===== src/rtl/id_ex_stage.sv =====
// ID/EX pipeline register and operand-delivery stage.
// This stage latches the decoded ID fields and decodes the ALU select.
// It extends the immediate, applies EX/MEM and MEM/WB forwarding, and
// inserts a bubble when a load-use hazard is detected.
module id_ex_stage #(
   parameter int DW = 32,
   parameter int RW = 5
) (
   input  logic          clk,
   input  logic          rst_n,
   input  logic          stall,
   input  logic          flush,
   input  logic          id_valid,
   input  logic [DW-1:0] id_rs_data,
   input  logic [DW-1:0] id_rt_data,
   input  logic [15:0]   id_imm,
   input  logic [RW-1:0] id_rs,
   input  logic [RW-1:0] id_rt,
   input  logic [RW-1:0] id_rd,
   input  logic [5:0]    id_funct,
   input  logic [1:0]    id_alu_op,
   input  logic          id_alu_src,
   input  logic          id_reg_dst,
   input  logic          id_reg_write,
   input  logic          id_mem_read,
   input  logic          id_mem_write,
   input  logic          id_mem_to_reg,
   input  logic          exm_reg_write,
   input  logic [RW-1:0] exm_rd,
   input  logic [DW-1:0] exm_result,
   input  logic          mwb_reg_write,
   input  logic [RW-1:0] mwb_rd,
   input  logic [DW-1:0] mwb_result,
   output logic [DW-1:0] A,
   output logic [DW-1:0] B,
   output logic [3:0]    alu_sel,
   output logic          ex_valid,
   output logic [RW-1:0] ex_wr_reg,
   output logic [DW-1:0] ex_store_data,
   output logic          ex_reg_write,
   output logic          ex_mem_read,
   output logic          ex_mem_write,
   output logic          ex_mem_to_reg,
   output logic          load_use_stall
);

   typedef enum logic [3:0] {
      ALU_AND = 4'b0000,
      ALU_OR  = 4'b0001,
      ALU_ADD = 4'b0010,
      ALU_SUB = 4'b0110,
      ALU_SLT = 4'b0111,
      ALU_NOR = 4'b1100
   } alu_sel_e;

   // EX-side registers
   logic          r_valid;
   logic [RW-1:0] r_rs;
   logic [RW-1:0] r_rt;
   logic [RW-1:0] r_wr_reg;
   logic [DW-1:0] r_rs_data;
   logic [DW-1:0] r_rt_data;
   logic [DW-1:0] r_ext_imm;
   logic          r_alu_src;
   alu_sel_e      r_alu_sel;
   logic          r_reg_write;
   logic          r_mem_read;
   logic          r_mem_write;
   logic          r_mem_to_reg;

   alu_sel_e      w_alu_sel_dec;
   logic [DW-1:0] w_ext_imm;
   logic          w_load_use;
   logic          w_clear;
   logic          w_load;
   logic [DW-1:0] w_fwd_rs;
   logic [DW-1:0] w_fwd_rt;

   // ALU select decode from the main-control class and the funct field
   always_comb begin
      // NOTE: every always_comb output gets a default first so no path can infer a latch.
      w_alu_sel_dec = ALU_ADD;
      case (id_alu_op)
         2'b00: w_alu_sel_dec = ALU_ADD;
         2'b01: w_alu_sel_dec = ALU_SUB;
         2'b11: w_alu_sel_dec = ALU_OR;
         default: begin
            case (id_funct)
               6'b100000, 6'b100001: w_alu_sel_dec = ALU_ADD;
               6'b100010, 6'b100011: w_alu_sel_dec = ALU_SUB;
               6'b100100:            w_alu_sel_dec = ALU_AND;
               6'b100101:            w_alu_sel_dec = ALU_OR;
               6'b100111:            w_alu_sel_dec = ALU_NOR;
               6'b101010:            w_alu_sel_dec = ALU_SLT;
               default:              w_alu_sel_dec = ALU_ADD;
            endcase
         end
      endcase
   end

   // ori-class instructions take a zero-extended immediate; all others sign-extend
   assign w_ext_imm = (id_alu_op == 2'b11) ? {{(DW-16){1'b0}}, id_imm}
                                           : {{(DW-16){id_imm[15]}}, id_imm};

   // A load in EX whose destination feeds the ID instruction must be held back one cycle
   assign w_load_use = id_valid & r_valid & r_mem_read & (r_wr_reg != '0) &
                       ((r_wr_reg == id_rs) | (r_wr_reg == id_rt));
   assign load_use_stall = w_load_use;

   // Flush and load-use bubbles override stall; an invalid ID slot captures as a bubble
   assign w_clear = flush | w_load_use | (~stall & ~id_valid);
   assign w_load  = ~stall & id_valid;

   // EX register update: reset, bubble, hold or capture
   always_ff @(posedge clk or negedge rst_n) begin
      // NOTE: every pipeline register is reset, so a bubble state exists before the first capture.
      if (!rst_n) begin
         r_valid      <= 1'b0;
         r_rs         <= '0;
         r_rt         <= '0;
         r_wr_reg     <= '0;
         r_rs_data    <= '0;
         r_rt_data    <= '0;
         r_ext_imm    <= '0;
         r_alu_src    <= 1'b0;
         r_alu_sel    <= ALU_ADD;
         r_reg_write  <= 1'b0;
         r_mem_read   <= 1'b0;
         r_mem_write  <= 1'b0;
         r_mem_to_reg <= 1'b0;
      end else if (w_clear) begin
         // NOTE: sequential state uses non-blocking assignments so all registers update together.
         r_valid      <= 1'b0;
         r_rs         <= '0;
         r_rt         <= '0;
         r_wr_reg     <= '0;
         r_rs_data    <= '0;
         r_rt_data    <= '0;
         r_ext_imm    <= '0;
         r_alu_src    <= 1'b0;
         r_alu_sel    <= ALU_ADD;
         r_reg_write  <= 1'b0;
         r_mem_read   <= 1'b0;
         r_mem_write  <= 1'b0;
         r_mem_to_reg <= 1'b0;
      end else if (w_load) begin
         r_valid      <= 1'b1;
         r_rs         <= id_rs;
         r_rt         <= id_rt;
         r_wr_reg     <= id_reg_dst ? id_rd : id_rt;
         r_rs_data    <= id_rs_data;
         r_rt_data    <= id_rt_data;
         r_ext_imm    <= w_ext_imm;
         r_alu_src    <= id_alu_src;
         r_alu_sel    <= w_alu_sel_dec;
         r_reg_write  <= id_reg_write;
         r_mem_read   <= id_mem_read;
         r_mem_write  <= id_mem_write;
         r_mem_to_reg <= id_mem_to_reg;
      end
   end

   // Forwarding: EX/MEM beats MEM/WB, and register 0 is never forwarded
   always_comb begin
      w_fwd_rs = r_rs_data;
      w_fwd_rt = r_rt_data;
      if (exm_reg_write && (exm_rd != '0) && (exm_rd == r_rs))
         w_fwd_rs = exm_result;
      else if (mwb_reg_write && (mwb_rd != '0) && (mwb_rd == r_rs))
         w_fwd_rs = mwb_result;
      if (exm_reg_write && (exm_rd != '0) && (exm_rd == r_rt))
         w_fwd_rt = exm_result;
      else if (mwb_reg_write && (mwb_rd != '0) && (mwb_rd == r_rt))
         w_fwd_rt = mwb_result;
   end

   assign A             = w_fwd_rs;
   assign B             = r_alu_src ? r_ext_imm : w_fwd_rt;
   assign ex_store_data = w_fwd_rt;
   assign alu_sel       = r_alu_sel;
   assign ex_valid      = r_valid;
   assign ex_wr_reg     = r_wr_reg;
   assign ex_reg_write  = r_reg_write;
   assign ex_mem_read   = r_mem_read;
   assign ex_mem_write  = r_mem_write;
   assign ex_mem_to_reg = r_mem_to_reg;

endmodule


===== config.mk =====
export PLATFORM = sky130hd
export DESIGN_NAME = id_ex_stage
export DESIGN_NICKNAME = d
export VERILOG_FILES = /design/src/rtl/id_ex_stage.sv
export SDC_FILE = /design/constraint.sdc
export NUM_CORES = 1
export LEC_CHECK = 0
export CORE_UTILIZATION = 39
export DETAILED_ROUTE_END_ITERATION = 6
export GPL_TIMING_DRIVEN = 0
export PLACE_DENSITY = 0.79
export SLEW_MARGIN = 20
export SYNTH_ARGS = -nofsm -noshare
export SYNTH_HDL_FRONTEND = slang
export SYNTH_SLANG_ARGS = --single-unit

===== constraint.sdc =====
create_clock -name clk -period 2.65 [get_ports clk]
set_input_delay 0.6625 -clock clk [delete_from_list [all_inputs] [get_ports clk]]
set_output_delay 0.6625 -clock clk [all_outputs]
set_load 0.05 [all_outputs]

==> key figures <==
Yosys
  • Synth Warn #: 0
  • Post-Syn Nets: ~950
  • Cell area after synthesis: just under 7000 um^2
  • Count of state elements after synthesis: 106
  • Synth Instances: around 760
  • Synth cell types: 43
  • Syn Area/Cell: 8.93 um^2
  • Register area share after synthesis: around two fifths

Cells and area
  • Commonest non-fill, non-tap cell in the layout: clkdlybuf4s50_1
  • Synthesis-to-layout area growth: 89.5%
  • Top Registers: r_rs_data x32, r_rt_data x32, r_ext_imm x17
  • Share of post-route cells with drive strength above 1: 34.4%
  • Net count, final: roughly 1300
  • Most frequent cells in the layout: clkdlybuf4s50_1, nor2_1, dfrtp_1, buf_6, a22oi_1
  • Finished Core Util: 76.4%

Power and ir drop
  • VDD IR-drop max: between 0.3 and 0.4 mV
  • Tot Pwr: approximately 4800 uW
  • Power Dens Cells: about 380 nW/um^2
  • P_leak: approximately 0.0052 uW

Timing
  • Slew margin rel.: between 50% and 60%
  • Final setup viols: 96
  • Minimum clock period: approximately 3.3 ns
  • RSZ-0062 raised after global routing: yes
  • Minimum hold slack: ~0.22 ns
  • Max-slew violations: 0
  • Worst slew pin tran: between 0.7 and 0.8 ns
  • Worst setup margin: -0.659 ns
  • Clock Skew: 0.0119 ns
  • Final Hold Vio Count: 0
  • Max Clk Rate: between 300 and 400 MHz
  • Fin crit share: 125%

Outcome
  • Status: finished, violations left
  • Failing checks: negative setup slack

Global routing
  • First-pass GRT wire length: about 47000 um
  • Grt ovf: 0
  • Pin count of the biggest net entering global routing: 60
  • Initial antenna violation count: 1
  • Total GRT Usage: between 30% and 40%
  • Number of global-route vias before repair: between 7000 and 8000

Min path
  • Hold WC Path Type: input pin to asynchronous set/reset pin

Flow run
  • Max-cap check violation count: 0

Clocking
  • CTS tree: done
  • H-tree depth: 3
  • Root buf cell: clkbuf_16
  • Inserted Clock Buffers: 9
  • Clock transition at the registers of the reported paths: roughly 0.070 ns
  • CTS sink cnt: between 100 and 150
  • CTS hold repair buffers: 0
  • Clock buffer depth: 2
  • Clock insertion delay at the later pin of the skew report: around 0.37 ns

Worst setup path
  • Critical path peak fanout: 8
  • CP endpoint kind: output port
  • CP arrival: 2.65 ns
  • Setup CP Type: input pin to output port
  • Req. time, crit path: between 1.5 and 2 ns
  • CP startpoint kind: input pin

Die
  • Row count: 47
  • Die span in y: 134 um
  • Die area: around 18000 um^2
  • Core box area: 16800 um^2
  • Starting density of the core: between 40% and 50%
  • Die width: around 130 um
  • I/O Pins: between 300 and 400

Detailed routing
  • Wirelength per Cell: roughly 24 um
  • Antenna violation net count after detailed routing: 0
  • DRT Wirelength: around 32000 um
  • Vias per cell: around 5.8
  • DRT iter0 DRCs: 503
  • Drt first pass iters: 5
  • Drc violations: 0
  • Vias: 7736

Place
  • Port Buffers: about 300
  • Final HPWL DP: roughly 22000 um
  • Gpl congestion: between 0.8 and 0.9
[worst max-delay path: stages]
cell and delay, ns:
buf_8 0.10, or4_1 0.51, o21a_1 0.20, buf_8 0.14, nand3_4 0.17, buf_12 0.19
mux2i_4 0.36, a221oi_4 0.10, buf_6 0.18
[logic make-up after synthesis]
kind of cell	count (synthesis)	synth area share [%]
compound gates	211	24.2
xor+xnor	30	3.89
buf+inv	87	6.68
flops	106	39.3
mux	54	8.02
simple gates	269	17.9
[cells in the mapped netlist, drive strengths merged]
cell type | number | area, um^2
nand3 | 2 | 27.5
and4 | 2 | 20.0
nand3b | 1 | 7.51
a221oi | 32 | 468
clkbuf | 50 | 188
or4 | 3 | 22.5
o31ai | 16 | 120
nand4 | 1 | 6.26
nor3 | 22 | 115
mux2 | 1 | 11.3
a211oi | 1 | 7.51
o22ai | 1 | 6.26
o21a | 2 | 15.0
and3 | 27 | 169
nor4bb | 2 | 20.0
nand2b | 2 | 12.5
mux2i | 53 | 531
nor3b | 3 | 22.5
nor2 | 163 | 628
xnor2 | 4 | 35.0
o2111ai | 1 | 8.76
xor2 | 26 | 228
dfstp | 1 | 26.3
nor2b | 3 | 18.8
o211ai | 1 | 7.51
o21ai | 33 | 165
nand2 | 38 | 143
o21bai | 1 | 7.51
dfrtp | 105 | 2630
a22oi | 86 | 646
buf | 20 | 200
inv | 17 | 63.8
a21oi | 37 | 185
[where the power goes]
part	switching [uW]	internal [uW]	leakage [uW]	total (uW)
combinational	958	767	0.00362	1730
clock	684	663	0.000138	1350
sequential	64.0	1670	0.00144	1740
[routing by layer]
layer	track usage, %	part of all wire [%]	routed length (um)	vias to the layer above
li1	-	-	-	3443
met1	43.4	39	12400	3820
met2	60.1	49	15700	391
met3	6.93	7.3	2330	82
met4	15.0	4.2	1330	0
met5	0	0	0	-
[cell type report]
class	instances	area, um^2
multi-input combinational	564	5300
fill	1093	3950
timing repair buffer	339	3670
sequential	106	2660
buffer	67	549
tap	220	275
clock buffer	10	229
inverter	17	63.8
clock inverter	6	61.3
antenna	1	2.50
[worst paths after layout]
| kind | from | endpoint | slack, ns | depth (start not counted) |
|---|---|---|---|---|
| min in group clk | alu_sel[2] | alu_sel[2] | 0.55 | 2 |
| min reg2reg | alu_sel[2] | alu_sel[2] | 0.55 | 2 |
| min | rst_n | r_ext_imm[6] | 0.22 | 1 |
| max | mwb_rd[4] | B[7] | -0.66 | 9 |
| max in group asynchronous | rst_n | alu_sel[1] | 1.71 | 2 |
| max reg2reg | ex_wr_reg[0] | r_rt_data[31] | 0.41 | 7 |
[repair_timing]
| action | 4_1_cts | 5_1_grt |
|---|---|---|
| cloned | 9 | 0 |
| setup buffers | 23 | 13 |
| gates resized for setup | 852 | 47 |
| endpoints found under the setup margin | 166 | 148 |
| pin swaps | 88 | 23 |
[through the flow]
stage          cell area (um^2)  setup TNS [ns]  setup WS [ns]  instances
2_1_floorplan              7870          -35.15         -0.428        757
3_3_place_gp              11100         -562.79          -3.31       1275
3_5_place_dp              11200         -216.17          -1.90       1276
4_1_cts                   12700          -57.50         -0.707       1323
5_1_grt                   12800          -57.54         -0.696       1330
6_report                  12800          -53.78         -0.659       1330
No activity file was read; power rests on OpenSTA's default activity.
